### src/rtl/alu_result_queue.sv
// alu_result_queue
//   Small FIFO that buffers ALU results (result, opcode, {N,Z,V} flags)
//   behind a valid/ready handshake, plus sticky status flags for the
//   issuing controller.
//
//   Optional feature: define ALU_RESULT_OVF_COUNT_EN to add the ovf_count
//   output, a saturating 16-bit count of pushes carrying in_overflow = 1.
//
// Ports
//   clk, rst          clock (rising edge), asynchronous active-high reset
//   in_valid/ready    upstream handshake; in_ready = (level != DEPTH)
//   in_result/opcode  ALU result and the opcode that produced it
//   in_negative/zero/overflow  ALU flags captured with the entry
//   out_valid/ready   downstream handshake; out_valid = (level != 0)
//   out_result/opcode/flags    combinational read of the head entry
//   level             current occupancy
//   clear_sticky      synchronous clear of sticky state (a push wins)
//   sticky_flags      OR of flags of all entries accepted since clear/reset
//   ovf_count         (ALU_RESULT_OVF_COUNT_EN only) overflow push counter

module alu_result_queue #(
    parameter int DATA_W = 32,
    parameter int DEPTH  = 4,
    parameter int OP_W   = 4
) (
    input  logic                     clk,
    input  logic                     rst,
    input  logic                     in_valid,
    output logic                     in_ready,
    input  logic [DATA_W-1:0]        in_result,
    input  logic [OP_W-1:0]          in_opcode,
    input  logic                     in_negative,
    input  logic                     in_zero,
    input  logic                     in_overflow,
    output logic                     out_valid,
    input  logic                     out_ready,
    output logic [DATA_W-1:0]        out_result,
    output logic [OP_W-1:0]          out_opcode,
    output logic [2:0]               out_flags,
    output logic [$clog2(DEPTH):0]   level,
    input  logic                     clear_sticky,
    output logic [2:0]               sticky_flags
`ifdef ALU_RESULT_OVF_COUNT_EN
    ,
    output logic [15:0]              ovf_count
`endif
);

    localparam int PTR_W = $clog2(DEPTH);
    localparam int LVL_W = PTR_W + 1;

    logic [DATA_W-1:0] mem_result [DEPTH];
    logic [OP_W-1:0]   mem_opcode [DEPTH];
    logic [2:0]        mem_flags  [DEPTH];

    logic [PTR_W-1:0]  wr_ptr;
    logic [PTR_W-1:0]  rd_ptr;
    logic [2:0]        in_flags;
    logic              push;
    logic              pop;

    // Handshake status depends only on the registered occupancy.
    always_comb begin
        in_ready  = (level != LVL_W'(DEPTH));
        out_valid = (level != '0);
        push      = in_valid && in_ready;
        pop       = out_valid && out_ready;
        in_flags  = {in_negative, in_zero, in_overflow};
    end

    // Head entry is presented combinationally; no bypass from the input.
    always_comb begin
        out_result = mem_result[rd_ptr];
        out_opcode = mem_opcode[rd_ptr];
        out_flags  = mem_flags[rd_ptr];
    end

    // Storage, pointers and occupancy. Pointers wrap naturally because
    // DEPTH is a power of two; level disambiguates full from empty.
    always_ff @(posedge clk or posedge rst) begin
        if (rst) begin
            wr_ptr <= '0;
            rd_ptr <= '0;
            level  <= '0;
            for (int unsigned i = 0; i < DEPTH; i++) begin
                mem_result[i] <= '0;
                mem_opcode[i] <= '0;
                mem_flags[i]  <= '0;
            end
        end else begin
            if (push) begin
                mem_result[wr_ptr] <= in_result;
                mem_opcode[wr_ptr] <= in_opcode;
                mem_flags[wr_ptr]  <= in_flags;
                wr_ptr             <= wr_ptr + PTR_W'(1);
            end
            if (pop) begin
                rd_ptr <= rd_ptr + PTR_W'(1);
            end
            if (push && !pop) begin
                level <= level + LVL_W'(1);
            end else if (pop && !push) begin
                level <= level - LVL_W'(1);
            end
        end
    end

    // Sticky flags: a push in the same cycle as a clear leaves exactly the
    // pushed flags.
    always_ff @(posedge clk or posedge rst) begin
        if (rst) begin
            sticky_flags <= '0;
        end else if (push) begin
            sticky_flags <= clear_sticky ? in_flags : (sticky_flags | in_flags);
        end else if (clear_sticky) begin
            sticky_flags <= '0;
        end
    end

`ifdef ALU_RESULT_OVF_COUNT_EN
    // Saturating overflow counter; an overflowing push during a clear
    // restarts the count at 1.
    always_ff @(posedge clk or posedge rst) begin
        if (rst) begin
            ovf_count <= '0;
        end else if (clear_sticky) begin
            ovf_count <= (push && in_overflow) ? 16'd1 : 16'd0;
        end else if (push && in_overflow && (ovf_count != '1)) begin
            ovf_count <= ovf_count + 16'd1;
        end
    end
`endif

endmodule

### config.mk
export PLATFORM = sky130hd
export DESIGN_NAME = alu_result_queue
export DESIGN_NICKNAME = d
export VERILOG_FILES = /design/src/rtl/alu_result_queue.sv
export SDC_FILE = /design/constraint.sdc
export NUM_CORES = 1
export LEC_CHECK = 0
export BUFFER_PORTS_ARGS = -buffer_cell sky130_fd_sc_hd__buf_4
export CAP_MARGIN = 30
export CORE_AREA = 2 2 161 163
export CTS_CLUSTER_SIZE = 10
export DETAILED_ROUTE_END_ITERATION = 10
export DIE_AREA = 0 0 163 165
export SLEW_MARGIN = 10
export SYNTH_ARGS = -nofsm -noshare
export SYNTH_HDL_FRONTEND = slang
export SYNTH_SLANG_ARGS = --single-unit
### constraint.sdc
create_clock -name clk -period 6.4 [get_ports clk]
set_input_delay 0.64 -clock clk [delete_from_list [all_inputs] [get_ports clk]]
set_output_delay 0.64 -clock clk [all_outputs]
set_load 0.02 [all_outputs]
==> metrics, run 1 <==
DIE AREA=~27000 um^2; Wirelength per Cell=roughly 19 um; Pwr Density=between 600 and 700 nW/um^2; Port Buffers=90; final hold vios=0; skew final=0.0101 ns; worst reg-to-reg setup slack=roughly 3.9 ns; Core Area=25000 um^2; Synth Register Bits=between 150 and 200; Max-Cap Viols=0; leading cell types in the layout, fill and taps excluded=dfrtp_1, mux2_2, buf_4; DRC viols=0; first-pass GRT wire length=roughly 26000 um; Netlist cell types=21; simple-gate area share of the yosys netlist=roughly 1.1%; syn nets=around 470; post-synthesis sequential area ratio=a little under three fifths; # resized after CTS=0; CTS Sinks=~170; Yosys warning count=0; Layout area overhead=22.0%; die width=163 um; post-synthesis compound-gate area fraction=less than 1%; period utilization=between 40% and 50%; R2R Path Start=level[1]; FMAX=368 MHz; Worst Hold Class=in2async; adder-cell share of the synthesized area=under 10%; Detailed Routing Iterations Pass 1=4; largest family of logic cells by synthesized area=multiplexers; TritonCTS clock tree=done; Critical Path Source Type=register; final non-filler cell total=850; Least-Margin Pin Slew=0.851 ns; final setup fails=0; crit-path cells=buf_16, mux4_2, buf_4; Worst Path Required=about 5.8 ns; Cells after Synth=between 400 and 500; Detailed Route WL=approximately 16000 um; initial antenna violation count=0; crit path kind=reg2out; Slew Limit Fails=0; XOR/XNOR share of the synthesized area=less than 1%; Remaining Overflow, GRT=0; Min Clock Period, post-route=about 2.7 ns; initial core utilization=between 20% and 30%; Skew-Pair Late Insertion Delay=0.42 ns; R2R Path End=level[1]; vias per cell=4.68; Worst R2R Path Depth=6; Avg Cell Area, Syn=approximately 18 um^2; run status=complete, no violations; mux cell area share after synthesis=about 38%; DIE HEIGHT=around 170 um; Post-CTS Setup Bufs=0; clock buffer depth=2; Ant. Diodes=0; Routability Congestion=0.705; initial detailed-routing violation count=approximately 190; WP data arrival=approximately 2.1 ns; DP Cell Count=816; CTS clock-pin slew for the worst setup and hold paths=0.07 ns; setup_tns=0 ns; RSZ-0062 raised after global routing=false; CP max FO=23; mapped cell area=roughly 7400 um^2; share of cells above drive strength 1=a little under two thirds; cts hold-fix bufs=0; Final #Nets=about 560; commonest non-fill, non-tap cell in the layout=dfrtp_1; DR vias=slightly below 4k; slowest stage delay, CP=0.85 ns; VDD IR max=0.276 mV; Total GRT Usage=between 10% and 20%; FP Rows=58; post-DP HPWL=around 10000 um; CP delay by family, top=flip-flops; Max-slew headroom=a little over two fifths; TritonCTS buffer count=17; antenna-violating nets left=0; H-tree level count=4; largest net degree at the start of global routing=70; # IOs=91; critical path buffer and inverter count=2; Lkg Pwr=about 3.8 nW; root buffer cell=clkbuf_16; Slowest-stage cell, CP=dfrtp_2; vias in the first global route=4671; Critical Path End Type=primary output
[synth_stat cells, drive strengths merged]
cell	number	share of area (%)
dfrtp	166	56
fa	1	0.27
mux2	158	26
xnor2	4	0.47
and2	1	0.085
clkbuf	3	0.15
buf	23	2.2
inv	5	0.25
nand3	1	0.068
or3b	1	0.15
a22o	3	0.36
or3	1	0.085
and3	4	0.61
mux4	39	12
ha	5	0.85
xor2	2	0.24
nor2	1	0.051
nand2	1	0.051
[worst max-delay path by stage]
stage,startpoint,end,cells after the start
floorplan,rst,level[0],1
global placement,rd_ptr[0],out_flags[0],2
detailed placement,rd_ptr[0],out_result[27],2
CTS,rd_ptr[0],out_flags[0],2
global route,rd_ptr[0],out_result[27],3
finish,rd_ptr[1],out_flags[0],3
[stage by stage]
step           utilization [%]  worst slack (ns)  hold WS, ns  total power, mW  cell area [um^2]
3_5_place_dp              33.4              3.85        0.489             4.42              8360
5_1_grt                   36.0              3.61        0.182             5.76              9020
2_1_floorplan                -              1.27        0.475             3.61              7400
3_3_place_gp              33.3              3.86        0.484             4.28              8340
4_1_cts                   35.8              3.37        0.171             5.50              8970
6_report                  36.0              3.68        0.181             5.45              9020
[worst register-to-register path: stages (launching register included)]
cell	delay, ns
dfrtp_1	0.44
or3b_4	0.47
and2_0	0.36
ha_1	0.33
inv_1	0.07
fa_1	0.41
mux2_2	0.27
[power by group]
| part | internal [mW] | total (mW) | switching (mW) |
|---|---|---|---|
| Combinational | 1.41 | 2.46 | 1.05 |
| Sequential | 1.59 | 1.93 | 0.335 |
| Clock | 0.598 | 1.06 | 0.460 |
[flip-flops by register name, indices dropped and copies added, names as in the netlist]
register and flops:
wr_ptr 2, level 3, mem_flags 12, sticky_flags 3, rd_ptr 2, mem_opcode 16
mem_result 128
[routing by layer]
layer / part of all wire (%) / wire length [um] / track usage [%]
met1: 44 / 7260 / 16.0
met2: 51 / 8310 / 22.1
met3: 3.5 / 575 / 3.21
met4: 1.3 / 210 / 4.22
met5: 0 / 0 / 0
[logic make-up (layout without fill, tap and decap cells)]
family / count (synthesis) / count (layout)
xor+xnor: 6 / 6
compound gates: 3 / 3
simple gates: 10 / 10
buf+inv: 31 / 132
flops: 166 / 166
fa+ha+maj: 6 / 6
mux: 197 / 197
[cell type report]
| cell class | instances | area [um^2] |
|---|---|---|
| fillers | 2372 | 16000 |
| flip-flops and latches | 166 | 4160 |
| multi-input cells | 222 | 3050 |
| repair buffers | 95 | 773 |
| clock buffers | 18 | 439 |
| well taps | 330 | 413 |
| clock inverters | 14 | 164 |
| inverters | 5 | 23.8 |
Note: power is estimated with default switching activity, not from simulation.
==> run 2, diff against run 1 <==
==> constraint.sdc (replaced) <==
create_clock -name clk -period 2.7 [get_ports clk]
set_input_delay 0.27 -clock clk [delete_from_list [all_inputs] [get_ports clk]]
set_output_delay 0.27 -clock clk [all_outputs]
set_load 0.02 [all_outputs]
==> run 2 against run 1 <==
  * Wire length shrank 0.17%
  * Clock-buffer cell count is the same
  * Sequential cell count is the same
  * Worst setup slack lost 3.4 ns
  * Power grew 140%
  * Sequential share of layout area shrank 0.61 points
  * Die area is the same
  * Clock power grew 130%
==> metrics, run 2 (synthesis gave the netlist of run 1 again) <==
post-route cell area=between 9000 and 10000 um^2; Critical Path End=out_result[29]; H-tree level count=4; Post-CTS Setup Bufs=0; met1 WL=~7000 um; final setup fails=0; Worst Path Required=~2.4 ns; R2R Path Start=level[1]; WP data arrival=2.12 ns; leading cell types in the layout, fill and taps excluded=dfrtp_1, mux2_2, buf_4; Final Power=~13 mW; die width=between 150 and 200 um; initial core utilization=29.5%; Critical Path End Type=primary output; # IOs=91; Max Used Layer=met4; Worst R2R Path Depth=8; Least-Margin Pin Slew=between 0.7 and 0.8 ns; worst reg-to-reg setup slack=around 0.46 ns; FMAX=~420 MHz; antenna-violating nets left=0; Max-slew headroom=51.3%; DR vias=~4.0k; WL met2=8460 um; TritonCTS buffer count=17; Remaining Overflow, GRT=0; CP max FO=12; Port Buffers=90; Final #Nets=569; crit path kind=reg2out; hold path depth=2; fin util=around 37%; vias in the first global route=about 4.7k; final hold vios=0; period utilization=around 90%; metal3 WL=~660 um; post-DP HPWL=around 11000 um; DRC viols=0; Wirelength per Cell=between 15 and 20 um; Total GRT Usage=13.0%; DIE AREA=~27000 um^2; largest registers=mem_result x128, mem_opcode x16, mem_flags x12; R2R Path End=level[2]; Detailed Routing Iterations Pass 1=4; first-pass GRT wire length=roughly 26000 um; Biggest register=mem_result; Hold WS=slightly above 0.1 ns; Routability Congestion=between 0.6 and 0.7; Skew-Pair Late Insertion Delay=between 0.4 and 0.5 ns; clock buffer depth=2; crit path launch=rd_ptr[0]; Detailed Route WL=16300 um; Min Clock Period, post-route=around 2.4 ns; FP Rows=58; final worst setup slack=~0.31 ns; final non-filler cell total=about 860; max reg flops=128; CTS Sinks=about 170; VDD IR max=roughly 0.65 mV; run status=complete, no violations; DP Area=roughly 8500 um^2; RSZ-0062 raised after global routing=false; root buffer cell=clkbuf_16; skew final=0.00669 ns; Lkg Pwr=~3.9 nW; DP Cell Count=between 800 and 900; initial detailed-routing violation count=181; Critical Path Source Type=register; dpl ws=~0.50 ns; Core Area=between 20000 and 30000 um^2; Fillers=roughly 2.4k; commonest non-fill, non-tap cell in the layout=dfrtp_1; Layout area overhead=23.6%; Max-Cap Viols=0; TritonCTS clock tree=done; DIE HEIGHT=about 170 um; initial antenna violation count=0; setup_tns=0 ns; Ant. Diodes=0; largest net degree at the start of global routing=48; Worst Hold Class=in2reg; vias per cell=between 4 and 5; share of cells above drive strength 1=64.5%; # resized after CTS=0; CTS clock-pin slew for the worst setup and hold paths=roughly 0.07 ns; Slew Limit Fails=0; Pwr Density=1410 nW/um^2
run 2: repair_timing:
item                       CTS  global route
hold endpoints to repair    22             0
setup endpoints to repair    0             0
hold buffers                 1             0
run 2: how the worst min path moves through the flow:
stage	from	end	slack (ns)
3_3_place_gp	rst	mem_result[61]	0.42
2_1_floorplan	in_overflow	sticky_flags[0]	0.40
5_1_grt	in_result[30]	mem_result[30]	0.07
4_1_cts	in_result[24]	mem_result[24]	0.07
3_5_place_dp	rst	mem_result[61]	0.43
6_report	in_result[24]	mem_result[24]	0.10
run 2: power breakdown:
group | switching (mW) | internal (mW)
Sequential | 0.768 | 3.77
Clock | 1.11 | 1.34
Combinational | 2.51 | 3.41
Total | 4.39 | 8.52
run 2: metal layers:
layer  vias up  GRT usage [%]
li1       1748              -
met1      2184           16.0
met2        72           22.4
met4         0           3.82
met3        14           3.67
met5         -              0
run 2: final cells by class:
class	instances	area (um^2)	share of cell area (%)
inverter	5	22.5	0.246
multi-input combinational	222	3050	33.4
sequential	166	4160	45.5
timing repair buffer	107	906	9.91
clock inverter	14	154	1.68
clock buffer	18	439	4.80
tap	330	413	4.52
run 2: critical path, stage by stage, from the launching register on:
cell	delay [ns]
dfrtp_4	0.60
buf_4	0.34
mux4_2	0.56
buf_4	0.18
==> run 3, diff against run 2 <==
==> constraint.sdc (replaced) <==
create_clock -name clk -period 2.4 [get_ports clk]
set_input_delay 0.24 -clock clk [delete_from_list [all_inputs] [get_ports clk]]
set_output_delay 0.24 -clock clk [all_outputs]
set_load 0.02 [all_outputs]
==> run 3 against run 2 <==
  * Worst setup slack got worse by 0.10 ns
  * First-iteration DRC count rose by 4.4%
  * Worst hold slack got worse by 0.027 ns
  * Sequential share of layout area barely moved
  * Final area fell by 0.11%
  * Critical endpoint is now level[1]
  * Highest routed layer unchanged
==> metrics, run 3 (synthesis gave the netlist of run 1 again) <==
CTS clock-pin slew for the worst setup and hold paths=~0.070 ns; Skew-Pair Late Insertion Delay=roughly 0.42 ns; Detailed Route WL=~16000 um; final setup fails=0; Detailed Routing Iterations Pass 1=4; Post-CTS Setup Bufs=0; DRC viols=0; crit path kind=reg2reg; Ant. Diodes=0; Slew Limit Fails=0; Critical Path End Type=register; first-pass GRT wire length=approximately 26000 um; post-route cell area=~9100 um^2; Slowest-stage cell, CP=or3b_4; final hold vios=0; initial detailed-routing violation count=189; leading cell types in the layout, fill and taps excluded=dfrtp_1, mux2_2, buf_4; Max-slew headroom=between 60% and 70%; multi-input logic area=around 3100 um^2; root buffer cell=clkbuf_16; largest registers=mem_result x128, mem_opcode x16, mem_flags x12; WL met2=8210 um; die width=between 150 and 200 um; vias per cell=approximately 4.6; FMAX=~460 MHz; CP max FO=6; Remaining Overflow, GRT=0; CTS Sinks=between 150 and 200; TritonCTS clock tree=done; metal3 WL=around 700 um; slowest stage delay, CP=roughly 0.46 ns; initial antenna violation count=0; DIE AREA=26900 um^2; Min Clock Period, post-route=approximately 2.2 ns; Port Buffers=90; Critical Path Source Type=register; Max Used Layer=met4; Worst Hold Class=in2reg; setup_tns=0 ns; VDD IR max=slightly above 0.8 mV; # IOs=about 90; Total GRT Usage=about 13%; Wirelength per Cell=~19 um; Lkg Pwr=~4 nW; period utilization=~90%; Final Power=14.7 mW; Worst Path Required=approximately 2.7 ns; Core Area=roughly 25000 um^2; skew final=0.0101 ns; Biggest register=mem_result; TritonCTS buffer count=17; Hold WS=0.0742 ns; Least-Margin Pin Slew=between 0.5 and 0.6 ns; crit-path cells=or3b_4, and2_0, ha_1, inv_1, fa_1, mux2_2; initial core utilization=29.5%; vias in the first global route=between 4k and 5k; Fillers=between 2k and 2.5k; Max-Cap Viols=0; Layout area overhead=23.5%; DIE HEIGHT=around 170 um; met1 WL=about 7400 um; FP Rows=58; Final #Nets=567; largest net degree at the start of global routing=98; commonest non-fill, non-tap cell in the layout=dfrtp_1; run status=complete, no violations; antenna-violating nets left=0; H-tree level count=4; post-DP HPWL=about 11000 um; Pwr Density=between 1500 and 2000 nW/um^2; WP data arrival=2.49 ns; DP Area=about 8500 um^2; DR vias=between 3k and 4k; clock buffer depth=2; FF+latch area=4160 um^2; max reg flops=128; share of cells above drive strength 1=between 60% and 70%; RSZ-0062 raised after global routing=false; fin util=a little over a third; Routability Congestion=0.739
-- run 3: cell count changes in the layout (fill, tap and decap cells not counted), sizes merged --
cell	before	now
inv	14	8
clkinv	1	4
bufinv	1	3
buf	106	104
clkinvlp	3	4
-- run 3: power by group --
group	internal (mW)	switching [mW]	total [mW]
Combinational	3.85	2.96	6.81
Sequential	4.24	0.748	4.99
Clock	1.68	1.17	2.85
-- run 3: worst paths after layout --
path | cells after the start | end | slack (ns) | start
worst max-delay path | 6 | level[1] | 0.21 | level[1]
worst min-delay path | 2 | mem_result[127] | 0.07 | in_result[31]
worst max register to register | 6 | level[1] | 0.21 | level[1]
worst min register to register | 1 | mem_result[44] | 0.50 | mem_result[44]
max in group asynchronous | 4 | mem_result[75] | 1.09 | rst
min in group asynchronous | 3 | mem_result[61] | 0.41 | rst
-- run 3: timing repair --
item / in CTS / in global routing
hold endpoints to repair: 20 / 0
setup endpoints to repair: 0 / 0
hold buffers: 1 / 0
gates resized for setup: 0 / 0
-- run 3: cell type report --
class	count	area share, %
Clock buffer	18	4.81
Clock inverter	14	1.88
Inverter	5	0.247
Multi-Input combinational cell	222	33.4
Sequential cell	166	45.5
Tap cell	330	4.52
Timing Repair Buffer	105	9.62
-- run 3: layer usage --
metal  global-route usage [%]  up-vias
li1                         -     1761
met1                     16.3     2150
met2                     21.7       68
met5                        0        -
met3                     3.69       12
met4                     3.74        0
-- run 3: metrics by stage --
| stage | worst slack [ns] | instances |
|---|---|---|
| after global routing | 0.0788 | 860 |
| after floorplan | 0.0472 | 419 |
| final | 0.212 | 860 |
| after detailed placement | 0.208 | 827 |
| after global placement | 0.289 | 827 |
| after CTS | 0.204 | 860 |
-- run 3: critical path: cells and delay by family (launching register included) --
kind | cells | cell delay [ns]
buffers and inverters | 1 | 0.07
adders and majority gates | 2 | 0.65
and+or+nand+nor | 2 | 0.66
DFF | 1 | 0.44
muxes | 1 | 0.27
